## src/rtl/sub_arbiter.sv

```systemverilog
// sub_arbiter: round-robin share of one subtractor
// between ALU SUB/SUBU (req 0) and branch compare (req 1).
module sub_arbiter #(
  parameter int WIDTH = 64
) (
  input  logic             clk,
  input  logic             reset,
  input  logic [1:0]       req,
  input  logic [WIDTH-1:0] a0,
  input  logic [WIDTH-1:0] b0,
  input  logic             bin0,
  input  logic [WIDTH-1:0] a1,
  input  logic [WIDTH-1:0] b1,
  input  logic             bin1,
  output logic [1:0]       gnt,
  output logic [1:0]       rsp_valid,
  input  logic [1:0]       rsp_ready,
  output logic [WIDTH-1:0] diff_out,
  output logic             borrow_out,
  output logic [WIDTH-1:0] a_sub,
  output logic [WIDTH-1:0] b_sub,
  output logic             s_c_in,
  input  logic [WIDTH-1:0] difference,
  input  logic             s_c_out
);

  typedef enum logic [1:0] {
    IDLE = 2'd0,
    EXEC = 2'd1,
    RESP = 2'd2
  } state_t;

  state_t           state_q;
  logic             last_q;
  logic             owner_q;
  logic [1:0]       gnt_q;
  logic [1:0]       rsp_valid_q;
  logic [WIDTH-1:0] diff_q;
  logic             borrow_q;
  logic [WIDTH-1:0] a_q;
  logic [WIDTH-1:0] b_q;
  logic             cin_q;

  logic             win_d;
  logic [WIDTH-1:0] a_d;
  logic [WIDTH-1:0] b_d;
  logic             cin_d;
  logic             hs;

  // Round-robin pick: lone requester wins, tie goes to !last
  always_comb begin
    win_d = ~last_q;
    if (req == 2'b01) win_d = 1'b0;
    if (req == 2'b10) win_d = 1'b1;
    a_d   = win_d ? a1 : a0;
    b_d   = win_d ? b1 : b0;
    cin_d = win_d ? bin1 : bin0;
  end

  assign hs = rsp_ready[owner_q];

  // Arbiter FSM with registered operands, grant and response
  always_ff @(posedge clk) begin
    if (reset) begin
      state_q     <= IDLE;
      last_q      <= 1'b1;
      owner_q     <= 1'b0;
      gnt_q       <= 2'b00;
      rsp_valid_q <= 2'b00;
      diff_q      <= '0;
      borrow_q    <= 1'b0;
      a_q         <= '0;
      b_q         <= '0;
      cin_q       <= 1'b0;
    end else begin
      unique case (state_q)
        IDLE: begin
          if (|req) begin
            a_q     <= a_d;
            b_q     <= b_d;
            cin_q   <= cin_d;
            gnt_q   <= win_d ? 2'b10 : 2'b01;
            owner_q <= win_d;
            last_q  <= win_d;
            state_q <= EXEC;
          end
        end
        EXEC: begin
          diff_q      <= difference;
          borrow_q    <= s_c_out;
          gnt_q       <= 2'b00;
          rsp_valid_q <= owner_q ? 2'b10 : 2'b01;
          state_q     <= RESP;
        end
        RESP: begin
          if (hs) begin
            rsp_valid_q <= 2'b00;
            if (|req) begin
              a_q     <= a_d;
              b_q     <= b_d;
              cin_q   <= cin_d;
              gnt_q   <= win_d ? 2'b10 : 2'b01;
              owner_q <= win_d;
              last_q  <= win_d;
              state_q <= EXEC;
            end else begin
              state_q <= IDLE;
            end
          end
        end
        default: begin
          state_q <= IDLE;
        end
      endcase
    end
  end

  assign gnt        = gnt_q;
  assign rsp_valid  = rsp_valid_q;
  assign diff_out   = diff_q;
  assign borrow_out = borrow_q;
  assign a_sub      = a_q;
  assign b_sub      = b_q;
  assign s_c_in     = cin_q;

endmodule

```

## config.mk

```make
export PLATFORM = sky130hd
export DESIGN_NAME = sub_arbiter
export DESIGN_NICKNAME = d
export VERILOG_FILES = /design/src/rtl/sub_arbiter.sv
export SDC_FILE = /design/constraint.sdc
export NUM_CORES = 1
export LEC_CHECK = 0
export CAP_MARGIN = 15
export CELL_PAD_IN_SITES_DETAIL_PLACEMENT = 1
export CELL_PAD_IN_SITES_GLOBAL_PLACEMENT = 2
export CORE_ASPECT_RATIO = 1.2
export CORE_UTILIZATION = 21
export CTS_CLUSTER_SIZE = 25
export DETAILED_ROUTE_END_ITERATION = 10
export HOLD_SLACK_MARGIN = 0.1
export MAX_ROUTING_LAYER = met4
export PLACE_DENSITY = 0.87
export SYNTH_ARGS = -nofsm -noshare
export SYNTH_HDL_FRONTEND = slang
export SYNTH_SLANG_ARGS = --single-unit
```

## constraint.sdc

```tcl
create_clock -name clk -period 1.92 [get_ports clk]
set_input_delay 0.192 -clock clk [delete_from_list [all_inputs] [get_ports clk]]
set_output_delay 0.192 -clock clk [all_outputs]
set_load 0.005 [all_outputs]
```

==> metrics.txt <==
# TYPE chip_impl_metric gauge
chip_impl_info{name="outcome",value="complete, no violations"} 1
chip_impl_metric{name="cts_num_sinks",unit=""} 202
chip_impl_info{name="yosys-top-cells-area",value="sky130_fd_sc_hd__dfxtp_1 (43%), sky130_fd_sc_hd__mux2i_1 (14%), sky130_fd_sc_hd__a211oi_1 (10%)"} 1
chip_impl_info{name="grt_setup_unrepaired",value="no"} 1
chip_impl_metric{name="first_global_vias",unit=""} 10364
chip_impl_metric{name="num_io_pins",unit=""} 527
chip_impl_info{name="worst_path_most_repeated_cell",value="sky130_fd_sc_hd__buf_12"} 1
chip_impl_metric{name="final_max_slew_viol_count",unit=""} 0
chip_impl_metric{name="critical_path.max_stage_delay",unit="ns"} 0.44
chip_impl_metric{name="syn-cell-area",unit="mm²"} 0.00947
chip_impl_metric{name="grt_start_max_net_pins",unit=""} 67
chip_impl_metric{name="total_power",unit="µW"} 13600
chip_impl_metric{name="worst-endpoint-arrival",unit="ns"} 2.21
chip_impl_metric{name="initial_core_util",unit="%"} 21.4
chip_impl_metric{name="num_antenna_cells",unit=""} 0
chip_impl_metric{name="setup_viol",unit=""} 0
chip_impl_metric{name="max-vdd-ir-drop",unit="V"} 0.000535
chip_impl_metric{name="synth_cell_type_count",unit=""} 23
chip_impl_metric{name="route.antenna.remaining_nets",unit=""} 0
chip_impl_info{name="worstPathCellList",value="mux2i_4 -> buf_12 -> buf_12 -> a21o_1 -> nand3_1 -> a21oi_1"} 1
chip_impl_info{name="cts-root-buf",value="sky130_fd_sc_hd__clkbuf_16"} 1
chip_impl_metric{name="fin_util",unit="%"} 37.6
chip_impl_metric{name="cts-buffers-inserted",unit=""} 24
chip_impl_metric{name="period_minus_slack",unit="ns"} 1.76
chip_impl_metric{name="maxCapViolCount",unit=""} 0
chip_impl_info{name="synth_top_area_cell",value="sky130_fd_sc_hd__dfxtp_1"} 1
chip_impl_metric{name="final_min_period_over_clock_period",unit="%"} 91.6
chip_impl_metric{name="ys_seq_elements",unit=""} 202
chip_impl_metric{name="multi_input_gate_area",unit="mm²"} 0.00492
chip_impl_metric{name="timing.fmax",unit="MHz"} 569
chip_impl_metric{name="drt_pre_antenna_iters",unit=""} 5
chip_impl_metric{name="rows",unit=""} 84
chip_impl_info{name="crit_path_top_delay_cell",value="sky130_fd_sc_hd__dfxtp_1"} 1
chip_impl_metric{name="critPathMaxFanout",unit=""} 62
chip_impl_metric{name="drc_errors",unit=""} 0
chip_impl_metric{name="fp.dieW",unit="µm"} 196
chip_impl_metric{name="post_synthesis_xor_xnor_area_fraction",unit="%"} 0
chip_impl_metric{name="fraction_of_the_mapped_netlist_area_in_compound_gates",unit="%"} 21.5
chip_impl_metric{name="syn-instance-count",unit=""} 1056
chip_impl_metric{name="finClkSkew",unit="ns"} 0.0131
chip_impl_metric{name="layout.nets",unit=""} 1892
chip_impl_metric{name="clock_latency",unit="ns"} 0.53
chip_impl_metric{name="port_buffers",unit=""} 526
chip_impl_metric{name="path_buf_inv",unit=""} 2
chip_impl_metric{name="synthSimpleGateAreaFrac",unit="%"} 16.3
chip_impl_info{name="worstSetupEndpointType",value="flip-flop"} 1
chip_impl_info{name="worst_setup_path_start_kind",value="flip-flop"} 1
chip_impl_info{name="synth_top_family_by_area",value="compound AO/OA/AOI/OAI gates"} 1
chip_impl_metric{name="fill_cells",unit=""} 5085
chip_impl_metric{name="hold_slack",unit="ns"} 0.156
chip_impl_metric{name="grt_pass1_wl",unit="µm"} 61600
chip_impl_metric{name="die_y",unit="µm"} 235
chip_impl_metric{name="syn_avg_cell_area",unit="µm²"} 8.96
chip_impl_info{name="cts_tree",value="done"} 1
chip_impl_metric{name="place.detailed.instances",unit=""} 2095
chip_impl_metric{name="area.sequential",unit="mm²"} 0.00405
chip_impl_metric{name="path_depth",unit=""} 6
chip_impl_metric{name="routed_via_count",unit=""} 9991
chip_impl_metric{name="clk_transition_reported_paths",unit="ns"} 0.06
chip_impl_metric{name="hpwlAfterDp",unit="µm"} 30300
chip_impl_metric{name="grt_antenna_before_repair",unit=""} 0
chip_impl_metric{name="clock_tree.buffer_depth",unit=""} 3
chip_impl_metric{name="slew_at_the_pin_closest_to_its_max_slew_limit",unit="ns"} 0.646
chip_impl_metric{name="avgRoutedWirePerCell",unit="µm"} 19.4
chip_impl_metric{name="post-synth-top-area-fraction",unit="%"} 42.7
chip_impl_metric{name="timing.reg2reg.worst_path_depth",unit=""} 6
chip_impl_metric{name="hold_path_depth",unit=""} 2
chip_impl_metric{name="cts-resized-gates",unit=""} 0
chip_impl_metric{name="die_area",unit="mm²"} 0.0459
chip_impl_metric{name="yosys-mux-area-fraction",unit="%"} 13.9
chip_impl_info{name="timing.setup.critical_path_class",value="reg -> reg"} 1
chip_impl_metric{name="drt_first_iter_violations",unit=""} 332
chip_impl_metric{name="areaGrowthSynthToFinish",unit="%"} 75.2
chip_impl_metric{name="seq_area_frac_synth",unit="%"} 42.7
chip_impl_metric{name="yosysWarnings",unit=""} 0
chip_impl_metric{name="syn-num-nets",unit=""} 1385
chip_impl_info{name="hold_path.class",value="in -> reg"} 1
chip_impl_metric{name="final_cell_count_no_fill",unit=""} 2140
chip_impl_metric{name="proportion_of_layout_cells_with_a_drive_suffix_above_1",unit="%"} 7.02
chip_impl_metric{name="core",unit="mm²"} 0.0441
chip_impl_metric{name="routabilityCongestion",unit=""} 0.839
chip_impl_metric{name="final_hold_viol_count",unit=""} 0
chip_impl_metric{name="cp_data_required_time",unit="ns"} 2.37
chip_impl_metric{name="gr-total-overflow",unit=""} 0
chip_impl_metric{name="yosys.area_share.adder",unit="%"} 0
chip_impl_metric{name="cts-htree-levels",unit=""} 1
chip_impl_metric{name="relSlewSlack",unit="%"} 56.9
chip_impl_metric{name="p_per_area",unit="mW/mm²"} 823
chip_impl_metric{name="grt_util_all_layers",unit="%"} 17.6
chip_impl_info{name="critPathTopFamily",value="flip-flops"} 1
chip_impl_metric{name="static-leakage-power",unit="µW"} 0.00623
chip_impl_metric{name="post_drt_via_cell_ratio",unit=""} 4.67
chip_impl_metric{name="drt_wl_total",unit="µm"} 41500
-- cell usage in the layout, fill, tap and decap left out, drive strengths merged, types with 3 or more instances in the layout --
master         count
clkbuf            34
nand2            132
dfxtp            202
clkdlybuf4s50    525
o21ai            131
nand3b           130
a21oi             70
mux2i            130
bufinv             3
a211oi           130
buf               66
clkinv             6
nor2               7
-- report_power, final --
part,switching (µW),internal (µW),leakage [µW]
logic,1660,2250,0.00415
registers,293,4640,0.00167
clock network,1900,2900,0.000403
-- synthesized netlist by cell type, drive strengths merged --
cell / count
a2111oi: 1
a211oi: 130
a21o: 2
a21oi: 70
a221oi: 1
buf: 48
clkbuf: 62
dfxtp: 202
mux2i: 130
nand2: 132
nand2b: 2
nand3: 2
nand3b: 130
nor2: 7
nor2b: 2
nor3: 2
o21ai: 131
o21bai: 2
-- per-layer routing --
metal	GRT usage (%)	part of all wire, %
met1	20.1	41
met2	31.7	51
met3	3.64	6.1
met4	3.78	1.5
met5	-	0
-- worst reg2reg max path: stages (launching register included) --
cell and delay (ns):
sky130_fd_sc_hd__dfxtp_1 0.44, sky130_fd_sc_hd__mux2i_4 0.33, sky130_fd_sc_hd__buf_12 0.15, sky130_fd_sc_hd__buf_12 0.25, sky130_fd_sc_hd__a21o_1 0.25, sky130_fd_sc_hd__nand3_1 0.09, sky130_fd_sc_hd__a21oi_1 0.16
-- kinds of logic (layout without fill, tap and decap cells) --
logic type	count (synthesis)	in the layout
AO/OA/AOI/OAI	337	337
AND/OR/NAND/NOR	277	277
flip-flops	202	202
multiplexers	130	130
buffers and inverters	110	635
-- path summary, 6_finish.rpt --
check / to / slack (ns) / start
setup / recovery: gnt[0] / 0.16 / owner_q
hold / removal: state_q[0] / 0.16 / reset
hold reg to reg: diff_out[51] / 0.45 / diff_out[51]
setup reg to reg: gnt[0] / 0.16 / owner_q
-- area by class of cell --
class                   instances  area share, %
clock buffers                  34           4.16
multi-input cells             744           29.7
repair buffers                591           36.7
well taps                     559           4.22
flip-flops and latches        202           24.4
clock inverters                10          0.792
-- through the flow --
stage          setup slack, ns  cell area (µm²)  setup TNS [ns]
6_report                 0.161            16600               0
5_1_grt                 0.0654            16600               0
4_1_cts                 0.0799            16600               0
3_5_place_dp           -0.0689            15700          -0.478
3_3_place_gp           0.00118            15700               0
2_1_floorplan            0.425             9470               0
-- state kept, by name, summed over array words and instances, names as in the netlist --
name / cells
a_sub: 64
b_sub: 64
borrow_out: 1
diff_out: 64
gnt: 2
last_q: 1
owner_q: 1
rsp_valid: 2
s_c_in: 1
state_q: 2
-- repair_timing --
item                                    in CTS  in global routing
endpoints found under the setup margin       0                  3
hold buffers                                 0                  0
setup buffers                                0                  1
Power figures use the tool's default switching activity.
